### src/rtl/mul_seq_ctrl.sv
// mul_seq_ctrl: sequencing controller for the iterative (shift-add) MUL path.
// Computes the low WIDTH bits of rs1*rs2, retiring one multiplier bit per cycle,
// and raises stall_o to hold the pipeline while a multiply is in flight.
//
// Optional feature: define MUL_EARLY_EXIT_EN to finish as soon as the remaining
// multiplier bits are all zero (results are unchanged, only latency shrinks).
//
// Handshake: a request is accepted on a rising edge where ready_o (IDLE),
// valid_i and !flush_i are all high; operands must stay stable while valid_i is
// high. done_o is a one-cycle pulse marking result_o valid; result_o then holds
// until the next completion. flush_i aborts any in-flight work and wins over an
// accept in the same cycle.
module mul_seq_ctrl #(
    parameter int WIDTH = 32
) (
    input  logic             clk_i,
    input  logic             rst_i,     // asynchronous, active low
    input  logic             valid_i,
    input  logic [WIDTH-1:0] rs1_i,
    input  logic [WIDTH-1:0] rs2_i,
    input  logic             flush_i,
    output logic             ready_o,
    output logic             stall_o,
    output logic             done_o,
    output logic [WIDTH-1:0] result_o,
    output logic [1:0]       state_o    // FSM state, for observation only
);

    localparam int CW = $clog2(WIDTH) + 1;
    localparam logic [CW-1:0] LAST_CNT = CW'(WIDTH - 1);

    typedef enum logic [1:0] {
        IDLE = 2'd0,
        BUSY = 2'd1,
        DONE = 2'd2
    } state_t;

    state_t          state;
    state_t          state_n;
    logic [WIDTH-1:0] mc;
    logic [WIDTH-1:0] mp;
    logic [WIDTH-1:0] acc;
    logic [CW-1:0]    cnt;
    logic [WIDTH-1:0] result;

    logic [WIDTH-1:0] acc_n;
    logic [WIDTH-1:0] mp_n;
    logic             last_iter;
    logic             accept;

    // Per-iteration datapath values and the "this is the final iteration" test.
    always_comb begin
        acc_n     = mp[0] ? (acc + mc) : acc;
        mp_n      = mp >> 1;
        last_iter = (cnt == LAST_CNT);
`ifdef MUL_EARLY_EXIT_EN
        if (mp_n == '0) begin
            last_iter = 1'b1;
        end
`endif
    end

    assign accept = (state == IDLE) && valid_i && !flush_i;

    // State register.
    always_ff @(posedge clk_i or negedge rst_i) begin
        if (!rst_i) begin
            state <= IDLE;
        end else begin
            state <= state_n;
        end
    end

    // Next-state logic; flush returns to IDLE from any state.
    always_comb begin
        state_n = state;
        case (state)
            IDLE: begin
                if (accept) begin
                    state_n = BUSY;
                end
            end
            BUSY: begin
                if (flush_i) begin
                    state_n = IDLE;
                end else if (last_iter) begin
                    state_n = DONE;
                end
            end
            DONE: begin
                state_n = IDLE;
            end
            default: begin
                state_n = IDLE;
            end
        endcase
    end

    // Operand load on accept, shift-add iteration in BUSY, result capture on the last iteration.
    always_ff @(posedge clk_i or negedge rst_i) begin
        if (!rst_i) begin
            mc     <= '0;
            mp     <= '0;
            acc    <= '0;
            cnt    <= '0;
            result <= '0;
        end else if (accept) begin
            mc  <= rs1_i;
            mp  <= rs2_i;
            acc <= '0;
            cnt <= '0;
        end else if ((state == BUSY) && !flush_i) begin
            acc <= acc_n;
            mc  <= mc << 1;
            mp  <= mp_n;
            cnt <= cnt + 1'b1;
            if (last_iter) begin
                result <= acc_n;
            end
        end
    end

    // Only stall_o looks at an input combinationally; everything else is decoded from registers.
    always_comb begin
        ready_o  = (state == IDLE);
        done_o   = (state == DONE);
        stall_o  = (state == BUSY) || ((state == IDLE) && valid_i);
        result_o = result;
        state_o  = state;
    end

endmodule

### config.mk
export PLATFORM = sky130hd
export DESIGN_NAME = mul_seq_ctrl
export DESIGN_NICKNAME = d
export VERILOG_FILES = /design/src/rtl/mul_seq_ctrl.sv
export SDC_FILE = /design/constraint.sdc
export NUM_CORES = 1
export LEC_CHECK = 0
export CORE_UTILIZATION = 55
export CTS_CLUSTER_SIZE = 24
export DETAILED_ROUTE_END_ITERATION = 10
export PLACE_DENSITY = 0.85
export SLEW_MARGIN = 20
export SYNTH_ARGS = -nofsm -noshare
export SYNTH_HDL_FRONTEND = slang
export SYNTH_SLANG_ARGS = --single-unit
### constraint.sdc
create_clock -name clk_i -period 3.2 [get_ports clk_i]
set_input_delay 0.96 -clock clk_i [delete_from_list [all_inputs] [get_ports clk_i]]
set_output_delay 0.96 -clock clk_i [all_outputs]
set_load 0.1 [all_outputs]
### Yosys cells after proc, flatten, opt, wreduce, memory -nomap -nowiden

Index checks and enable logic that the tools add are counted.

| word-level totals | value |
|---|---|
| flip-flop bits (word level) | 136 |
| input bits | 68 |
| output and inout bits | 37 |
| word-level logic and storage cells | 36 |

| cells by class | value |
|---|---|
| $add $sub $neg | 2 |
| equal/unequal tests | 5 |
| multiplexer cells | 13 |
| bitwise gates (word level) | 1 |
| reductions and logical operators | 9 |

Operators by type and width:

| operator | count |
|---|---|
| 32-bit two-way mux | 7 |
| 32-bit adder | 1 |
| 6-bit two-way mux | 2 |
| 6-bit by 1-bit adder with 6-bit output, second input constant | 1 |
| 6-bit by 5-bit equality test with 1-bit output, second input constant | 1 |
| 2-bit two-way mux | 3 |
| 2-bit one-hot mux with 2 select lines | 1 |
| 1-bit logical AND | 3 |
| 3-bit != test, second input constant | 1 |
| 3-bit AND reduction | 1 |
| 2-bit by 1-bit equality test with 1-bit output, second input constant | 1 |
| 2-bit equality test, second input constant | 1 |
| 2-bit logical NOT | 1 |
| 2-bit by 1-bit != test with 1-bit output, second input constant | 1 |
| 2-bit AND reduction | 1 |
| 2-bit nonzero test | 1 |
| 1-bit logical NOT | 1 |
| 1-bit logical OR | 1 |
| 1-bit NOT | 1 |

### Longest topological paths before layout

Gate-level depths: netlist of the first run.

| logic depth | value |
|---|---|
| depth in word-level cells | 5 |
| gate-level depth with buffers | 11 |
| depth with buffers taken out | 11 |

### Worst setup path before layout of the first run

OpenSTA, ideal clock, no wires.

| path | value |
|---|---|
| path type | reg2out |
| start | register state[1], in the netlist state_o[1] |
| end | output port done_o |
| data arrival time | 2.408 ns |
| required time | 2.240 ns |
| path slack | -0.168 ns |
| cell stages (with the launch flop) | 2 |
| path buffers | 0 |
| cell sequence | dfrtp_1 nor2b_1 |

| between the ends | value |
|---|---|
| word-level cells in the longest chain between the ends | 1 |

Ends and longest elaborated chain:

| item | line | RTL |
|---|---|---|
| start, declared | 38 | `state_t state;` |
| start signal, assigned | 70 | `state <= state_n;` |
| 2-bit equality test | 126 | `done_o = (state == DONE);` |
| end, declared | 24 | `output logic done_o,` |

No other way between the ends.

### Worst setup path after layout of the first run

| path | value |
|---|---|
| start | register mc[0] |
| end | register result[24], in the netlist result_o[24] |

| between the ends | value |
|---|---|
| word-level cells in the longest chain between the ends | 2 |

Ends and longest elaborated chain:

| item | line | RTL |
|---|---|---|
| start, declared | 40 | `logic [WIDTH-1:0] mc;` |
| start signal, assigned | 108 | `mc <= rs1_i;` |
| start signal, assigned | 114 | `mc <= mc << 1;` |
| 32-bit adder | 53 | `acc_n = mp[0] ? (acc + mc) : acc;` |
| 32-bit two-way mux | 53 |  |
| end signal, assigned | 118 | `result <= acc_n;` |
| end, declared | 44 | `logic [WIDTH-1:0] result;` |

No other way between the ends.
A chain may end at the register's enable or synchronous reset.

==> results.md, run 1 <==
- Status: finished, final reports clean
- CTS tree: done
- Most frequent cell after synthesis: nand2_1
- GRT Total Usage: 0.2868
- TritonCTS buffer count: 17
- Fill count: 1010
- Kind of critical path: register to register
- Sum Neg Setup Slack: 0 ps
- FF+latch count, synth: 136
- Clock Root Buffer: clkbuf_16
- Height of the chip: 118.6 µm
- Dpl hpwl: 12.54 mm
- Post-route ant nets: 0
- RSZ-0062 raised after global routing: no
- Top cells by area, synth: dfrtp_1 (46%), nand2_1 (11%), a22oi_1 (6.1%)
- Pin slew with the least headroom to its limit: 527.8 ps
- DRC viols: 0
- Worst-path clk slew: 60 ps
- Final hold violation count: 0
- Synth async-reset ratio: 1.000
- Buf/Inv on CP: 0
- Grt met2 use: 0.4613
- Syn nets: 937
- Via count: 6636
- Row count: 42
- Post-Synthesis Cell Area: 7471 µm²
- Crit path capture type: register
- Layout cell share with drive strength beyond 1: 0.1263
- Critical Path Start: mc[0]
- H-tree depth: 4
- Vias per inst: 5.936
- Die Wd: 118.6 µm
- Hold_buf cts: 0
- Post-Route WL: 18.87 mm
- Type of the tightest min-delay check: register to register
- Min-delay src: result_o[3]
- Synth top area share: 0.4555
- Yosys warning total: 0
- Initial Utilization: 0.5642
- Die Area: 14050 µm²
- Number of flops mapped to enable cells by yosys: 0
- Static Leak: 4.414 nW
- CTS Sinks: 136
- Inserted Diodes: 0
- Synth area leader: dfrtp_1
- Tcrit/Tclk final: 0.9221
- CTS Buffer Depth: 2
- Pwr dens: 680.8 nW/µm²
- Crit-path cells: ha_1 -> fa_1 -> a21oi_2 -> o211ai_2 -> a21oi_4 -> a211oi_1 -> a211o_1 -> a21bo_2 -> a21oi_1 -> xor2_1 -> a311oi_1
- Port bufs: 104
- Initial DRC Count: 513
- Area of the multi-input gates: 3844 µm²
- Worst Clk Skew: 9.583 ps
- GRT Max-Usage Layer: met2
- Vias in the first global route: 6672
- Largest net degree at the start of global routing: 56
- Layout area overhead: 23.55%
- FMAX: 338.9 MHz
- Antenna violations before repair: 0
- First-pass GRT wire length: 31.91 mm
- Relative slew slack: 0.6443
- Max-cap violations: 0
- Max-slew violations: 0
- First-pass DRT Iterations: 6
- Critical path data arrival time: 3290 ps
- Synth top cells by count: nand2_1 (214), dfrtp_1 (136), o21ai_0 (69)
- DR WL/cell: 16.88 µm
- Ys flop type: dfrtp_1
- Nets: 1030
- Grt met3 use: 0.05647
- Post-synthesis sequential area ratio: 0.4555
- Worst path slowest cell: fa_1
- Final setup fails: 0
- GPL Wtd Cong: 0.9088
- I/O pins: 105
- Register area: 3403 µm²
- Total gr overflow: 0
- Crit path max-delay family: compound AO/OA/AOI/OAI gates
- Post-synthesis instance total: 836
- Met1 usage: 0.3750
- Post-route minimum period: 2951 ps
- CP peak stage delay: 430 ps
- Skew-Pair Late Insertion Delay: 430 ps
- Max IR drop VDD: 0.4594 mV
- R2r startpoint: mc[0]
- Yosys cell types: 66
- Worst setup SP type: register
- CP required: 3540 ps
- Core area: 13240 µm²
- Avg Inst Size Synth: 8.937 µm²
- Total power: 0.006284 W
- Worst Path Max Fanout: 5
-- worst register-to-register path, delay by kind of cell (launching register included) --
family | cells | cell delay, ps
compound gates | 8 | 1680
fa+ha+maj | 2 | 680
flops | 1 | 410
xor+xnor | 1 | 100
-- per-layer routing --
layer,vias up,share of wire
met5,-,0
met3,45,0.059
met1,3206,0.43
met2,248,0.48
met4,0,0.029
li1,3137,-
-- sequential cells by signal, summed over array words and instances (netlist names) --
signal and count:
mp 32, result_o 32, state_o 2, mc 32, acc 32, cnt 6
-- stage by stage --
| stage | setup slack [ps] | util | hold WS, ps | cell area (µm²) | std cells |
|---|---|---|---|---|---|
| global route | 0.8948 | 0.6970 | 497.4 | 9230 | 1118 |
| global placement | 320.3 | 0.6522 | 453.0 | 8637 | 1086 |
| CTS | 217.7 | 0.6964 | 471.4 | 9223 | 1118 |
| detailed placement | 261.5 | 0.6522 | 457.9 | 8637 | 1086 |
| floorplan | 25.57 | - | 446.3 | 7476 | 836 |
| finish | 249.2 | 0.6970 | 464.5 | 9230 | 1118 |
-- where the power goes --
part | total (W) | switching [W] | internal, W
clock network | 0.00195 | 0.000778 | 0.00117
logic | 0.00202 | 0.00122 | 0.000799
registers | 0.00232 | 0.000277 | 0.00204
total | 0.00628 | 0.00227 | 0.00401
-- final timing paths --
check	endpoint	slack [ps]	cells after the start
max	result_o[24]	250	11
min reg2reg	result_o[3]	460	2
min in group asynchronous	mc[8]	490	1
max reg2reg	result_o[24]	250	11
min	result_o[3]	460	2
max in group asynchronous	mc[27]	2040	2
-- logic make-up (layout without fill, tap and decap cells) --
| group | after synthesis | count (layout) | synth area share |
|---|---|---|---|
| AND/OR/NAND/NOR | 321 | 321 | 0.1844 |
| multiplexers | 11 | 11 | 0.01591 |
| XOR/XNOR | 32 | 32 | 0.03751 |
| flip-flops | 136 | 136 | 0.4555 |
| buffers and inverters | 63 | 169 | 0.03366 |
| AO/OA/AOI/OAI | 240 | 240 | 0.2167 |
| adder cells (fa/ha/maj) | 33 | 33 | 0.05627 |
-- cell type report --
cell class | instances | share of cell area
Multi-Input combinational cell | 637 | 0.4164
Sequential cell | 136 | 0.3687
Timing Repair Buffer | 125 | 0.1227
Clock buffer | 18 | 0.04758
Tap cell | 176 | 0.02386
Clock inverter | 14 | 0.01586
Inverter | 12 | 0.004880
-- repair_timing --
action	CTS	global route
buffers inserted	0	0
endpoints found under the setup margin	0	1
resized for setup	0	1
-- cells in the final DEF (no fill, tap or decap), types with 14 or more instances in the layout --
master           instances
xnor2_1                 18
nand2_1                214
buf_4                   56
ha_1                    32
nand3_1                 34
o21ai_0                 69
a21oi_1                 40
clkdlybuf4s50_1         66
dfrtp_1                136
xor2_1                  14
a22oi_1                 61
clkbuf_16               17
nor2_1                  27
No activity file was read; power rests on OpenSTA's default activity.
==> inputs of run 2 (changes only) <==
--- a/config.mk
+++ b/config.mk
@@ -8,6 +8,7 @@
 export CORE_UTILIZATION = 55
 export CTS_CLUSTER_SIZE = 24
 export DETAILED_ROUTE_END_ITERATION = 10
+export GPL_TIMING_DRIVEN = 0
 export PLACE_DENSITY = 0.85
 export SLEW_MARGIN = 20
 export SYNTH_ARGS = -nofsm -noshare
==> constraint.sdc (replaced) <==
create_clock -name clk_i -period 3.2 [get_ports clk_i]
set_input_delay 0.48 -clock clk_i [delete_from_list [all_inputs] [get_ports clk_i]]
set_output_delay 0.48 -clock clk_i [all_outputs]
set_load 0.1 [all_outputs]
==> results.md, run 2 (same netlist as run 1, synthesis figures left out) <==
- Largest net degree at the start of global routing: 88 (was 56)
- CTS tree: done (unchanged)
- Max-cap violations: 0 (unchanged)
- Sw Share: 0.3729 (was 0.3615)
- Antenna violations before repair: 0 (unchanged)
- Int Pwr: 0.003930 W (was 0.004013 W)
- Row count: 42 (unchanged)
- Most common cell after layout, fill and taps aside: nand2_1 (unchanged)
- I/O pins: 105 (unchanged)
- Max-slew violations: 0 (unchanged)
- Psw: 0.002337 W (was 0.002271 W)
- Initial Utilization: 0.5642 (unchanged)
- Area of the multi-input gates: 3824 µm² (was 3844 µm²)
- TritonCTS buffer count: 17 (unchanged)
- DR WL/cell: 17.62 µm (was 16.88 µm)
- Vias per inst: 5.958 (was 5.936)
- CTS Buffer Depth: 2 (unchanged)
- Dpl hpwl: 14.13 mm (was 12.54 mm)
- Worst Path Max Fanout: 4 (was 5)
- Pwr dens: 669.9 nW/µm² (was 680.8 nW/µm²)
- Skew-Pair Late Insertion Delay: 440 ps (was 430 ps)
- Crit path capture type: register (unchanged)
- Layout area overhead: 25.21% (was 23.55%)
- First-pass DRT Iterations: 5 (was 6)
- Buf/Inv on CP: 0 (unchanged)
- Clock Root Buffer: clkbuf_16 (unchanged)
- Status: finished, final reports clean (unchanged)
- Kind of critical path: register to register (unchanged)
- Via count: 6864 (was 6636)
- Crit path max-delay family: compound AO/OA/AOI/OAI gates (unchanged)
- Fill count: 1027 (was 1010)
- H-tree depth: 4 (unchanged)
- Worst setup SP type: register (unchanged)
- Height of the chip: 118.6 µm (unchanged)
- Sequential share of power: 0.370 (was 0.369)
- Final setup fails: 0 (unchanged)
- Die Area: 14050 µm² (unchanged)
- Static Leak: 4.299 nW (was 4.414 nW)
- Critical path data arrival time: 3350 ps (was 3290 ps)
- Tcrit/Tclk final: 0.9582 (was 0.9221)
- Post-route ant nets: 0 (unchanged)
- Port bufs: 104 (unchanged)
- Combinational power share: 0.330 (was 0.321)
- Type of the tightest min-delay check: register to register (unchanged)
- Commonest non-fill, non-tap cells in the layout: nand2_1 (214), dfrtp_1 (136), clkdlybuf4s50_1 (103) (was nand2_1 (214), dfrtp_1 (136), o21ai_0 (69))
- Final hold violation count: 0 (unchanged)
- Total power: 0.006267 W (was 0.006284 W)
- FMAX: 326.1 MHz (was 338.9 MHz)
- CP peak stage delay: 440 ps (was 430 ps)
- Post-Route WL: 20.30 mm (was 18.87 mm)
- Core area: 13240 µm² (unchanged)
- GPL Wtd Cong: 0.9365 (was 0.9088)
- CTS Sinks: 136 (unchanged)
- Register area: 3403 µm² (unchanged)
- First-pass GRT wire length: 33.15 mm (was 31.91 mm)
- Vias in the first global route: 6646 (was 6672)
- Inserted Diodes: 0 (unchanged)
- Die Wd: 118.6 µm (unchanged)
- Minimum hold slack: 462.5 ps (was 464.5 ps)
- DRC viols: 0 (unchanged)
- GRT Total Usage: 0.3034 (was 0.2868)
- Post-route minimum period: 3066 ps (was 2951 ps)
- Total gr overflow: 0 (unchanged)
- FF-to-FF setup slack: 130 ps (was 250 ps)
- Layout cell share with drive strength beyond 1: 0.06352 (was 0.1263)
- Worst path slowest cell: fa_1 (unchanged)
- Max IR drop VDD: 0.4137 mV (was 0.4594 mV)
- Worst-path clk slew: 70 ps (was 60 ps)
- Pin slew with the least headroom to its limit: 1011 ps (was 527.8 ps)
- CP required: 3490 ps (was 3540 ps)
- Clock Power Share: 0.300 (was 0.310)
- RSZ-0062 raised after global routing: no (unchanged)
- Relative slew slack: 0.3236 (was 0.6443)
- Utilization of the core after routing: 0.7063 (was 0.6970)
- Initial DRC Count: 652 (was 513)
- Nets: 1064 (was 1030)
- Worst Clk Skew: 11.16 ps (was 9.583 ps)
- Crit-path cells: ha_1 -> fa_1 -> a21oi_2 -> o211ai_2 -> a21oi_4 -> a211oi_1 -> a211o_1 -> a21bo_2 -> a21oi_1 -> xor2_1 -> a311oi_1 (unchanged)
run 2: cell types whose count changed in the layout (fill, tap and decap cells not counted), moves of 3 or more:
cell,before,now
buf_4,56,2
clkbuf_1,0,43
clkdlybuf4s50_1,66,103
buf_1,0,5
clkinv_2,5,2
clkinvlp_4,0,3
run 2: timing repair:
item | CTS | global route
hold buffers | 1 | 0
endpoints found under the setup margin | 0 | 4
resized for setup | 0 | 1
buffers inserted | 0 | 2
endpoints found under the hold margin | 49 | 0
run 2: metal layers:
metal	wire [µm]	global-route usage
met3	1594	0.07191
met4	602	0.1203
met5	0	0
met1	8700	0.3992
met2	9401	0.4843
run 2: tightest hold or removal path: stages, from the launching register on:
cell and delay [ps]:
dfrtp_1 340, nand2_1 50, nand2_1 40
run 2: path summary, 6_finish.rpt:
| path | startpoint | depth (start not counted) | end |
|---|---|---|---|
| max | mc[0] | 11 | result_o[24] |
| min | result_o[23] | 2 | result_o[23] |
| max reg2reg | mc[0] | 11 | result_o[24] |
| min reg2reg | result_o[23] | 2 | result_o[23] |
| max in group asynchronous | rst_i | 3 | acc[29] |
| min in group asynchronous | rst_i | 2 | result_o[5] |
run 2: area by class of cell:
class,count,area share
buffer,51,0.02207
clock buffer,19,0.04628
clock inverter,13,0.01324
inverter,12,0.004815
multi-input combinational,637,0.4088
sequential,136,0.3638
tap,176,0.02354
timing repair buffer,108,0.1174
run 2: power groups by stage:
stage | Sequential [W] | Combinational [W] | Clock (W)
floorplan | 0.00226 | 0.00150 | 0
global route | 0.00236 | 0.00230 | 0.00196
detailed placement | 0.00233 | 0.00200 | 0
global placement | 0.00232 | 0.00195 | 0
CTS | 0.00231 | 0.00203 | 0.00188
finish | 0.00232 | 0.00207 | 0.00188
run 2: stage by stage:
stage | setup WS (ps) | std cells | TNS (ps) | instance area, µm²
final | 133.8 | 1152 | 0 | 9354
after global routing | 2.782 | 1152 | 0 | 9354
after CTS | 101.7 | 1150 | 0 | 9331
after detailed placement | 56.16 | 1117 | 0 | 8765
after global placement | -3728 | 1116 | -505600 | 8732
after floorplan | 311.7 | 836 | 0 | 7471
